**src/rtl/uart_pkg.sv**
```systemverilog
// -----------------------------------------------------------------------------
// uart_pkg
// Shared types for the UART receive path.
//   ERR_PARITY/ERR_START/ERR_STOP : bit positions inside a receiver error word
//   uart_err_t                    : 3-bit receiver error status
//   uart_rx_entry_t               : one buffered frame, {err, data}
// -----------------------------------------------------------------------------
package uart_pkg;

  localparam int ERR_PARITY = 0;
  localparam int ERR_START  = 1;
  localparam int ERR_STOP   = 2;

  typedef logic [2:0] uart_err_t;

  typedef struct packed {
    uart_err_t  err;
    logic [7:0] data;
  } uart_rx_entry_t;

endpackage

```
**src/rtl/uart_sync_edge.sv**
```systemverilog
// -----------------------------------------------------------------------------
// uart_sync_edge
// Brings an asynchronous level into the clk_i domain with a two-flop
// synchroniser and flags its rising edge.
//   clk_i        : system clock
//   rst_ni       : asynchronous active-low reset
//   async_i      : level from another clock domain
//   firstRise_o  : high while the first stage has risen but the second has not
//   rise_o       : one-cycle pulse per rising edge of the synchronised level
// -----------------------------------------------------------------------------
module uart_sync_edge (
  input  logic clk_i,
  input  logic rst_ni,
  input  logic async_i,
  output logic firstRise_o,
  output logic rise_o
);

  logic meta_q;
  logic sync_q;
  logic hist_q;

  // Two synchroniser stages followed by a history flop; the history flop
  // lets a long high level produce only a single edge pulse.
  always_ff @(posedge clk_i or negedge rst_ni) begin
    if (!rst_ni) begin
      meta_q <= 1'b0;
      sync_q <= 1'b0;
      hist_q <= 1'b0;
    end else begin
      meta_q <= async_i;
      sync_q <= meta_q;
      hist_q <= sync_q;
    end
  end

  // The first-stage edge arrives one cycle ahead of rise_o, which gives the
  // owner a chance to sample data that is only guaranteed while the level
  // is still high.
  assign firstRise_o = meta_q & ~sync_q;
  assign rise_o      = sync_q & ~hist_q;

endmodule

```
**src/rtl/uart_rx_fifo.sv**
```systemverilog
// -----------------------------------------------------------------------------
// uart_rx_fifo
// Receive-side byte buffer behind the UART receiver. Each completed frame
// (rising edge of done_flag) stores {error, data} in a first-word-fall-through
// FIFO that the host drains with a valid/ready handshake.
//   clk, rst_n            : system clock, asynchronous active-low reset
//   done_flag             : frame-complete level, may be asynchronous
//   data_in, error_in     : frame payload and error bits, stable while done_flag
//   rd_ready              : host accepts the head entry
//   clr_overflow          : one-cycle clear of the sticky overflow flag
//   rd_valid/rd_data/rd_error : head entry presentation
//   count, full, empty    : fill status
//   overflow              : sticky, a frame was lost to a full FIFO
//   err_drop              : one-cycle pulse when an errored frame is discarded
// -----------------------------------------------------------------------------
module uart_rx_fifo
  import uart_pkg::*;
#(
  parameter int DEPTH    = 16,
  parameter bit DROP_ERR = 1'b0
) (
  input  logic                     clk,
  input  logic                     rst_n,
  input  logic                     done_flag,
  input  logic [7:0]               data_in,
  input  logic [2:0]               error_in,
  input  logic                     rd_ready,
  input  logic                     clr_overflow,
  output logic                     rd_valid,
  output logic [7:0]               rd_data,
  output logic [2:0]               rd_error,
  output logic [$clog2(DEPTH):0]   count,
  output logic                     full,
  output logic                     empty,
  output logic                     overflow,
  output logic                     err_drop
);

  localparam int PW = $clog2(DEPTH);
  localparam int CW = PW + 1;
  localparam logic [CW-1:0] DepthCount = CW'(DEPTH);

  logic           firstRise;
  logic           wrEvt;
  logic [7:0]     capData_q;
  uart_err_t      capErr_q;

  logic [PW-1:0]  wrPtr_q,    wrPtr_d;
  logic [PW-1:0]  rdPtr_q,    rdPtr_d;
  logic [CW-1:0]  count_q,    count_d;
  logic           overflow_q, overflow_d;
  logic           errDrop_q,  errDrop_d;

  logic           isFull;
  logic           isEmpty;
  logic           pop;
  logic           dropIt;
  logic           doWrite;
  logic           lost;

  uart_rx_entry_t wrEntry;
  uart_rx_entry_t headEntry;
  uart_rx_entry_t mem_q [DEPTH];

  uart_sync_edge uSyncDone (
    .clk_i       (clk),
    .rst_ni      (rst_n),
    .async_i     (done_flag),
    .firstRise_o (firstRise),
    .rise_o      (wrEvt)
  );

  // Capture the payload one cycle before the write event, while done_flag is
  // known to still be high, so the receiver may move on afterwards.
  always_ff @(posedge clk or negedge rst_n) begin
    if (!rst_n) begin
      capData_q <= 8'h00;
      capErr_q  <= '0;
    end else if (firstRise) begin
      capData_q <= data_in;
      capErr_q  <= error_in;
    end
  end

  assign isFull  = (count_q == DepthCount);
  assign isEmpty = (count_q == '0);

  // Write/pop decision. A pop frees a slot in the same cycle, so a full FIFO
  // still accepts the frame when the host reads at the same moment.
  always_comb begin
    pop        = 1'b0;
    dropIt     = 1'b0;
    doWrite    = 1'b0;
    lost       = 1'b0;
    wrPtr_d    = wrPtr_q;
    rdPtr_d    = rdPtr_q;
    count_d    = count_q;
    overflow_d = overflow_q;
    errDrop_d  = 1'b0;

    pop     = !isEmpty && rd_ready;
    dropIt  = DROP_ERR && (capErr_q != '0);
    doWrite = wrEvt && !dropIt && (!isFull || pop);
    lost    = wrEvt && !dropIt && isFull && !pop;

    if (doWrite) wrPtr_d = wrPtr_q + 1'b1;
    if (pop)     rdPtr_d = rdPtr_q + 1'b1;

    case ({doWrite, pop})
      2'b10:   count_d = count_q + 1'b1;
      2'b01:   count_d = count_q - 1'b1;
      default: count_d = count_q;
    endcase

    // Loss wins over a coincident clear so no overflow goes unreported.
    if (lost)              overflow_d = 1'b1;
    else if (clr_overflow) overflow_d = 1'b0;

    errDrop_d = wrEvt && dropIt;
  end

  // Pointer, level and status registers.
  always_ff @(posedge clk or negedge rst_n) begin
    if (!rst_n) begin
      wrPtr_q    <= '0;
      rdPtr_q    <= '0;
      count_q    <= '0;
      overflow_q <= 1'b0;
      errDrop_q  <= 1'b0;
    end else begin
      wrPtr_q    <= wrPtr_d;
      rdPtr_q    <= rdPtr_d;
      count_q    <= count_d;
      overflow_q <= overflow_d;
      errDrop_q  <= errDrop_d;
    end
  end

  // Storage is not reset; an entry is only visible once count covers it.
  always_comb begin
    wrEntry      = '0;
    wrEntry.err  = capErr_q;
    wrEntry.data = capData_q;
  end

  always_ff @(posedge clk) begin
    if (doWrite) mem_q[wrPtr_q] <= wrEntry;
  end

  assign headEntry = mem_q[rdPtr_q];

  assign rd_valid = !isEmpty;
  assign rd_data  = headEntry.data;
  assign rd_error = headEntry.err;
  assign count    = count_q;
  assign full     = isFull;
  assign empty    = isEmpty;
  assign overflow = overflow_q;
  assign err_drop = errDrop_q;

endmodule

```
**config.mk**
```make
export PLATFORM = sky130hd
export DESIGN_NAME = uart_rx_fifo
export DESIGN_NICKNAME = d
export VERILOG_FILES = /design/src/rtl/uart_pkg.sv /design/src/rtl/uart_sync_edge.sv /design/src/rtl/uart_rx_fifo.sv
export SDC_FILE = /design/constraint.sdc
export NUM_CORES = 1
export LEC_CHECK = 0
export CAP_MARGIN = 20
export CELL_PAD_IN_SITES_DETAIL_PLACEMENT = 1
export CELL_PAD_IN_SITES_GLOBAL_PLACEMENT = 1
export CORE_MARGIN = 10
export CORE_UTILIZATION = 52
export DETAILED_ROUTE_END_ITERATION = 10
export PLACE_DENSITY = 0.82
export SYNTH_ARGS = -nofsm -noshare
export SYNTH_HDL_FRONTEND = slang
export SYNTH_SLANG_ARGS = --single-unit
```
**constraint.sdc**
```tcl
create_clock -name clk -period 3.45 [get_ports clk]
set_clock_uncertainty 0.05 [all_clocks]
set_input_delay 0.69 -clock clk [delete_from_list [all_inputs] [get_ports clk]]
set_output_delay 0.69 -clock clk [all_outputs]
set_load 0.01 [all_outputs]
```
==> out/qor.csv, run 1 <==
stage;metric;value;unit
power;ir_drop;0.000468;V
die;ios;37;
timing;hold_viol_final;0;
yosys;synth.largest_area_cell;edfxtp_1;
yosys;synth_edf_count;176;
yosys;ys_types;38;
finish;area_growth;19.1;%
die;die_w;146;um
route;routed_wl;20.9;mm
timing;fin_crit;3.38;ns
grt;grt_pass1_wl;31.3;mm
hold_path;min_from;uSyncDone.meta_q;
die;start_util;53.6;%
timing;max-slew-margin-rel;38.5;%
critical_path;cp-startpoint;rdPtr_q[0];
finish;nets;556;
critical_path;critical_path_class;reg -> out;
finish;final_util;63.8;%
route;num_vias;4526;
yosys;yosys_warnings;0;
hold_path;hold_class;reg -> reg;
grt;grt_pass1_vias;5025;
place;port_buffers;35;
critical_path;end_kind;output pin;
yosys;synth_seq_area_share;72.9;%
cts;root_buffer;clkbuf_16;
yosys;synth-main-ff-cell;edfxtp_1;
finish;drive_gt1_share;24.9;%
route;via_per_inst;5.98;
cts;cts_buffer_depth;3;
yosys;ys_ff_latch;204;
die;coreArea;15300;um2
critical_path;r2r-start;count[1];
grt;grt.total_usage;19.1;%
critical_path;worst_ep_required_time;2.71;ns
timing;fin_crit_sh;98.1;%
power;p_leak;3.51;nW
yosys;synthArstFlopShare;13.7;%
run_status;outcome;completed;
cts;numCtsBuffers;22;
route;wl_per_cell;27.7;um
place;gp_congestion;0.766;
timing;setup_violations;0;
job;cap_violations;0;
finish;fill_cells;1333;
cts;ctsHoldBuffers;0;
finish;fin_cells;757;
finish;seq_area;5990;um2
route;ant_nets;0;
grt;overflow;0;
route;drtIter0Drc;394;
cts;cts.sinks;204;
finish;n_antenna_cell;0;
route;firstDrtPassIters;5;
route;drc;0;
finish;multi_input_area;2040;um2
yosys;synthCells;455;
cts;cts_tree;yes;
grt;antenna_found_initial;0;
critical_path;arrival;2.64;ns
yosys;syn_nets;481;
yosys;syn-cell-area;8210;um2
power;cellPowerDensity;850;nW/um2
die;die_area;21200;um2
timing;fmax;0.295;GHz
place;dpl.hpwl;12.8;mm
yosys;synthTopCellsByArea;edfxtp_1, dfrtp_1, mux4_2;
cts;htreeDepth;1;
critical_path;startpoint_type;register;
cts;clk_latency;0.50;ns
place;dp.cells;711;
timing;drv_slew;0;
yosys;synth_top_area_share;64.4;%
die;rows;45;
timing;worst_pin_slew;0.921;ns
cts;clk_pin_slew;0.06;ns
die;die_y;146;um
critical_path;crit_fanout;15;
yosys;avgSynthCellArea;18.0;um2
finish;final_area;9780;um2
place;placed_area;8950;um2
grt;grt_max_degree;29;
## per-stage QoR
step | setup TNS, ns | hold WS, ns | power, mW | worst slack [ns]
after floorplan | 0 | 0.297 | 4.82 | 0.668
after global placement | 0 | 0.305 | 5.71 | 0.437
after detailed placement | 0 | 0.328 | 5.86 | 0.268
after CTS | 0 | 0.354 | 8.27 | 0.00177
after global routing | -0.0127 | 0.359 | 8.65 | -0.00977
final | 0 | 0.356 | 8.32 | 0.0650
## worst paths after layout
check                                   end  slack (ns)  cells past startpoint
hold / removal             uSyncDone.sync_q        0.36                      0
min in group asynchronous        wrPtr_q[3]        0.54                      2
setup / recovery                rd_error[2]        0.07                      6
max in group asynchronous        rdPtr_q[0]        2.49                      2
setup reg to reg                   count[4]        0.36                     12
hold reg to reg            uSyncDone.sync_q        0.36                      0
## flip-flops by register name, indices dropped and copies added (netlist names)
signal and count:
mem_q 176, capData_q 8, count 5, rdPtr_q 4
wrPtr_q 4, capErr_q 3, overflow 1, uSyncDone.hist_q 1
uSyncDone.meta_q 1, uSyncDone.sync_q 1
## cells in the mapped netlist (all sizes together) (4+ instances only)
| master | number |
|---|---|
| edfxtp | 176 |
| mux4 | 22 |
| nor2 | 13 |
| nand2 | 22 |
| clkbuf | 7 |
| nor3 | 4 |
| nor2b | 4 |
| dfrtp | 28 |
| buf | 17 |
| a221oi | 11 |
| mux2 | 23 |
| inv | 11 |
| a21oi | 13 |
| o21ai | 26 |
| mux2i | 34 |
| xnor2 | 7 |
| a22oi | 11 |
| ha | 9 |
## area by class of cell
class	count	area share [%]
timing repair buffer	75	7.54
clock buffer	26	6.00
sequential	204	61.3
clock inverter	14	1.18
multi-input combinational	216	20.9
tap	211	2.70
inverter	11	0.422
## worst max-delay path: stages (launching register included)
cell             delay, ns
dfrtp_4               0.49
buf_4                 0.15
buf_12                0.16
mux4_2                0.56
a22oi_2               0.20
nand2_1               0.10
clkdlybuf4s50_1       0.49
## cells in the final DEF, fill, tap and decap left out, types with 3 or more instances in the layout
master and n:
inv_1 11, edfxtp_1 176, nor2b_1 3, clkdlybuf4s50_1 28
o21ai_0 23, o21ai_1 3, nor2_1 12, mux2_2 23
xor2_1 3, nor3_1 4, dlygate4sd2_1 3, clkbuf_1 3
buf_4 35, dfrtp_1 25, mux2i_1 34, clkinv_2 5
buf_12 3, ha_1 9, mux4_2 22, clkbuf_16 24
nand2_1 20, a22oi_1 9, clkinv_1 6, xnor2_1 7
a221oi_2 9, dlymetal6s2s_1 4, a21oi_1 12, nand2b_1 3
## routing by layer
metal / track usage [%] / vias to the layer above / wire length [um]
met5: 0 / - / 0
met3: 3.85 / 32 / 1130
met2: 33.1 / 148 / 10800
met4: 4.95 / 0 / 425
met1: 23.9 / 2419 / 8540
li1: - / 1927 / -
## repair_timing
item	in CTS	in global routing
setup endpoints to repair	4	6
cloned	1	1
pin swaps	0	1
gates resized for setup	6	12
endpoints found under the hold margin	0	0
setup buffers	3	1
## where the power goes
group / total [mW] / leakage [nW] / switching [mW] / internal (mW)
Sequential: 3.30 / 1.92 / 0.336 / 2.97
Combinational: 2.70 / 1.25 / 1.40 / 1.30
Clock: 2.31 / 0.344 / 0.952 / 1.36
## cells by family after synthesis
logic type      synth area share (%)
compound gates                  5.39
simple gates                    3.06
buf+inv                         2.59
fa+ha+maj                       1.62
xor+xnor                        1.07
mux                             13.3
flops                           72.9
other cells                   0.0457
(Power assumes the default switching activity.)
==> run 2: changes to the inputs <==
--- a/config.mk
+++ b/config.mk
@@ -12,6 +12,7 @@
 export CORE_UTILIZATION = 52
 export DETAILED_ROUTE_END_ITERATION = 10
 export PLACE_DENSITY = 0.82
+export REMOVE_ABC_BUFFERS = 1
 export SYNTH_ARGS = -nofsm -noshare
 export SYNTH_HDL_FRONTEND = slang
 export SYNTH_SLANG_ARGS = --single-unit
==> run 2 against run 1 <==
Routed wire length shrank 8.5%. Sequential power shrank 1%. Highest routed layer unchanged. Flip-flop and latch count is the same. Total power shrank 3.1%. Core utilization shrank 0.42 points. Worst hold slack lost 0.029 ns.
==> out/qor.csv, run 2 (synthesis results as in run 1) <==
stage;metric;value;unit
route;firstDrtPassIters;5;
route;routed_wl;19.2;mm
cts;clk_pin_slew;0.07;ns
die;coreArea;15300;um2
route;ant_nets;0;
place;placed_area;8920;um2
hold_path;min_from;uSyncDone.meta_q;
finish;final_common_cell;edfxtp_1;
route;wl_per_cell;25.4;um
timing;max-slew-margin-rel;57.6;%
power;p_leak;3.50;nW
hold_path;hold_depth;0;
grt;grt.total_usage;17.7;%
grt;grt_pass1_vias;4863;
die;die_area;21200;um2
timing;drv_slew;0;
grt;overflow;0;
hold_path;hold_class;reg -> reg;
finish;final_area;9710;um2
finish;n_antenna_cell;0;
route;drc;0;
cts;cts.sinks;204;
die;die_y;146;um
finish;final_util;63.4;%
grt;antenna_found_initial;0;
critical_path;crit_fanout;17;
grt;grt_pass1_wl;29.3;mm
timing;fin_crit;3.36;ns
route;num_vias;4432;
critical_path;reg2regPathDepth;12;
cts;cts_tree;yes;
cts;htreeDepth;1;
critical_path;r2r-start;count[1];
finish;fill_cells;1364;
cts;numCtsBuffers;20;
timing;setup_violations;0;
timing;fin_crit_sh;97.4;%
critical_path;critical_path_class;reg -> out;
cts;clk_latency;0.50;ns
critical_path;worst_ep_required_time;2.71;ns
critical_path;r2r-end;count[4];
cts;cts_buffer_depth;3;
die;start_util;53.6;%
critical_path;startpoint_type;register;
die;ios;37;
power;cellPowerDensity;829;nW/um2
place;dpl.hpwl;12.0;mm
critical_path;reg2reg_setup_slack;0.58;ns
cts;root_buffer;clkbuf_16;
die;rows;45;
route;via_per_inst;5.86;
timing;hold_viol_final;0;
timing;setup_tns;0;ns
finish;largest-register;mem_q;
critical_path;end_kind;output pin;
finish;nets;557;
finish;largest_register_ffs;176;
finish;final_cell_mix;edfxtp_1, buf_4, mux2i_1, clkdlybuf4s50_1, dfrtp_1;
hold_path;min_to;uSyncDone.sync_q;
critical_path;arrival;2.62;ns
timing;rsz0062_at_grt;true;
finish;drive_gt1_share;24.8;%
place;gp_congestion;0.826;
finish;area_growth;18.3;%
route;drtIter0Drc;412;
power;total_power;8.06;mW
die;die_w;146;um
timing;fmax;0.298;GHz
power;ir_drop;0.000461;V
job;cap_violations;0;
run_status;outcome;completed;
grt;grt_max_degree;29;
timing;worst_pin_slew;0.635;ns
place;port_buffers;35;
-- run 2: cell types whose count changed in the layout (fill, tap and decap cells not counted), moves of 2 or more --
cell	previous run	this run
clkinv_1	6	2
buf_4	35	38
dlymetal6s2s_1	4	7
buf_6	0	2
clkbuf_1	3	5
clkbuf_16	24	22
dlygate4sd2_1	3	1
-- run 2: worst max path at each step --
stage,from,slack (ns),depth (start not counted),end
2_1_floorplan,rdPtr_q[0],-0.55,3,rd_data[0]
3_3_place_gp,rd_ready,0.45,11,count[4]
3_5_place_dp,rd_ready,0.28,11,count[4]
4_1_cts,rdPtr_q[0],0.01,7,rd_data[3]
5_1_grt,rdPtr_q[0],-0.02,7,rd_data[4]
6_report,rdPtr_q[0],0.09,6,rd_data[4]
-- run 2: routing by layer --
layer / wire, um / track usage, %
met5: 0 / 0
met4: 352 / 4.85
met3: 996 / 3.48
met2: 10000 / 30.5
met1: 7810 / 22.1
-- run 2: final cells by class --
class / count / area [um2] / area share, %
clock inverter: 10 / 100 / 1.03
timing repair buffer: 78 / 739 / 7.61
clock buffer: 26 / 544 / 5.60
sequential: 204 / 5990 / 61.7
multi-input combinational: 216 / 2030 / 20.9
inverter: 11 / 41.3 / 0.425
tap: 211 / 264 / 2.72
-- run 2: timing repair --
item | CTS | global route
pin swaps | 0 | 0
setup buffers | 4 | 5
setup endpoints to repair | 9 | 10
hold buffers | 0 | 0
cloned | 0 | 1
gates resized for setup | 3 | 16
-- run 2: report_power, final --
part | internal (mW) | switching [mW] | total [mW] | leakage, nW
combinational | 1.26 | 1.37 | 2.63 | 1.27
clock | 1.27 | 0.901 | 2.17 | 0.316
sequential | 2.97 | 0.293 | 3.26 | 1.92
-- run 2: worst max-delay path, stage by stage, from the launching register on --
cell and delay, ns:
dfrtp_4 0.48, buf_4 0.15, buf_12 0.17, mux4_2 0.54
a22oi_1 0.20, nand2_1 0.09, clkdlybuf4s50_1 0.49
-- run 2: metrics by stage --
stage,setup WS (ns),cells,hold slack [ns]
detailed placement,0.281,709,0.306
CTS,0.0114,749,0.330
global placement,0.446,709,0.305
floorplan,-0.553,431,0.297
global route,-0.0177,756,0.334
finish,0.0896,756,0.326
==> run 3: changes to the inputs <==
--- a/config.mk
+++ b/config.mk
@@ -9,9 +9,9 @@
 export CELL_PAD_IN_SITES_DETAIL_PLACEMENT = 1
 export CELL_PAD_IN_SITES_GLOBAL_PLACEMENT = 1
 export CORE_MARGIN = 10
-export CORE_UTILIZATION = 52
+export CORE_UTILIZATION = 50
 export DETAILED_ROUTE_END_ITERATION = 10
-export PLACE_DENSITY = 0.82
+export PLACE_DENSITY = 0.79
 export REMOVE_ABC_BUFFERS = 1
 export SYNTH_ARGS = -nofsm -noshare
 export SYNTH_HDL_FRONTEND = slang
==> run 3 against run 2 <==
The run now ends with negative setup slack left. Critical path depth up 1. Clock power about the same. Register-to-register slack worse by 0.06 ns. Global-route usage about the same. Via count down 0.74%. Combinational power up 5%. Worst hold slack better by 0.00072 ns. Total power up 1.7%. Sequential power about the same.
==> out/qor.csv, run 3 (synthesis results as in run 1) <==
stage;metric;value;unit
run_status;outcome;complete, but fails checks;
die;coreArea;16000;um2
timing;worst_slack;-0.0176;ns
critical_path;path_cells;clkbuf_4, clkbuf_16, mux2i_1, a221oi_2, o21ai_0, nand2_1, clkdlybuf4s50_1;
timing;rsz0062_at_grt;true;
critical_path;startpoint_type;register;
grt;grt.total_usage;17.7;%
timing;hold_viol_final;0;
grt;grt_max_degree;25;
route;firstDrtPassIters;5;
grt;grt_pass1_vias;4999;
grt;grt_pass1_wl;30.0;mm
finish;final_common_cell;edfxtp_1;
place;port_buffers;35;
die;rows;46;
cts;numCtsBuffers;21;
grt;antenna_found_initial;0;
finish;final_cell_mix;edfxtp_1, mux2i_1, buf_4, clkdlybuf4s50_1, dfrtp_1;
timing;worst_pin_slew;0.814;ns
critical_path;worst_ep_required_time;2.71;ns
critical_path;cp-startpoint;rdPtr_q[0];
critical_path;r2r-end;count[4];
cts;htreeDepth;1;
timing;max-slew-margin-rel;45.5;%
finish;largest_register_ffs;176;
route;drc;0;
die;die_w;148;um
critical_path;reg2regPathDepth;12;
route;wl_per_cell;26.2;um
die;die_y;148;um
critical_path;reg2reg_setup_slack;0.52;ns
cts;cts.sinks;204;
timing;setup_violations;1;
power;total_power;8.19;mW
timing;hold_ws;0.327;ns
route;routed_wl;19.9;mm
timing;fin_crit;3.47;ns
critical_path;critPathSlowestCell;clkdlybuf4s50_1;
critical_path;end_kind;output pin;
finish;n_antenna_cell;0;
run_status;violations;negative setup slack;
cts;ctsHoldBuffers;0;
critical_path;r2r-start;count[0];
timing;fin_crit_sh;101;%
finish;largest-register;mem_q;
cts;clk_latency;0.49;ns
hold_path;hold_class;reg -> reg;
place;dpl.hpwl;12.0;mm
place;gp_congestion;0.763;
cts;root_buffer;clkbuf_16;
cts;cts_buffer_depth;3;
route;num_vias;4399;
critical_path;critPathCapture;rd_data[1];
grt;overflow;0;
power;cellPowerDensity;840;nW/um2
critical_path;crit_fanout;11;
route;drtIter0Drc;449;
die;start_util;51.3;%
finish;drive_gt1_share;25.2;%
timing;setup_tns;-0.0176;ns
critical_path;arrival;2.73;ns
route;via_per_inst;5.80;
power;p_leak;3.51;nW
route;ant_nets;0;
critical_path;critical_path_class;reg -> out;
die;die_area;21900;um2
finish;nets;555;
timing;fmax;0.288;GHz
die;ios;37;
cts;cts_tree;yes;
job;cap_violations;0;
critical_path;critical-path-max-stage-delay;0.56;ns
cts;clk_pin_slew;0.06;ns
timing;drv_slew;0;
finish;area_growth;18.7;%
power;ir_drop;0.000463;V
place;pre_cts_ws;0.222;ns
==> run 3: cell count changes in the layout (fill, tap and decap cells not counted), sizes merged <==
cell | before | now
dlygate4sd2 | 1 | 0
buf | 42 | 37
bufinv | 2 | 0
clkinvlp | 1 | 0
clkbuf | 27 | 36
clkdlybuf4s50 | 27 | 28
clkinv | 7 | 4
==> run 3: critical path, delay by kind of cell (launching register included) <==
family                 cells  cell delay, ns
flip-flops                 1            0.53
AND/OR/NAND/NOR            1            0.11
AO/OA/AOI/OAI              2            0.50
multiplexers               1            0.14
buffers and inverters      3            0.95
==> run 3: per-stage QoR <==
| stage | instances | util (%) | area [um2] |
|---|---|---|---|
| floorplan | 431 | - | 8040 |
| global placement | 710 | 55.6 | 8900 |
| detailed placement | 710 | 55.6 | 8900 |
| CTS | 750 | 60.0 | 9600 |
| global route | 759 | 60.9 | 9750 |
| finish | 759 | 60.9 | 9750 |
==> run 3: worst min path at each step <==
stage | start | endpoint | slack [ns] | cells past startpoint
detailed placement | uSyncDone.meta_q | uSyncDone.sync_q | 0.31 | 0
global placement | uSyncDone.meta_q | uSyncDone.sync_q | 0.30 | 0
global route | uSyncDone.meta_q | uSyncDone.sync_q | 0.33 | 0
finish | uSyncDone.meta_q | uSyncDone.sync_q | 0.33 | 0
floorplan | uSyncDone.meta_q | uSyncDone.sync_q | 0.30 | 0
CTS | uSyncDone.meta_q | uSyncDone.sync_q | 0.32 | 0
==> run 3: cell type report <==
type	instances	area [um2]
inverter	11	41.3
clock buffer	33	642
clock inverter	4	20.0
sequential	204	5990
timing repair buffer	75	736
multi-input combinational	216	2050
fill	1434	6250
tap	216	270
==> run 3: metal layers <==
| metal | vias up | part of all wire [%] | track usage [%] |
|---|---|---|---|
| li1 | 1921 | - | - |
| met1 | 2316 | 42 | 22.2 |
| met2 | 135 | 52 | 30.9 |
| met3 | 27 | 4.4 | 2.85 |
| met4 | 0 | 1.7 | 4.96 |
| met5 | - | 0 | 0 |
==> run 3: what timing repair did <==
action | 4_1_cts | 5_1_grt
setup endpoints to repair | 11 | 8
cloned | 0 | 2
pin swaps | 0 | 7
buffers inserted | 3 | 6
resized for setup | 4 | 20
==> run 3: power breakdown <==
group	switching (mW)	leakage (nW)	internal [mW]
combinational	1.45	1.27	1.30
sequential	0.299	1.92	2.97
clock	0.901	0.330	1.27
total	2.65	3.51	5.54
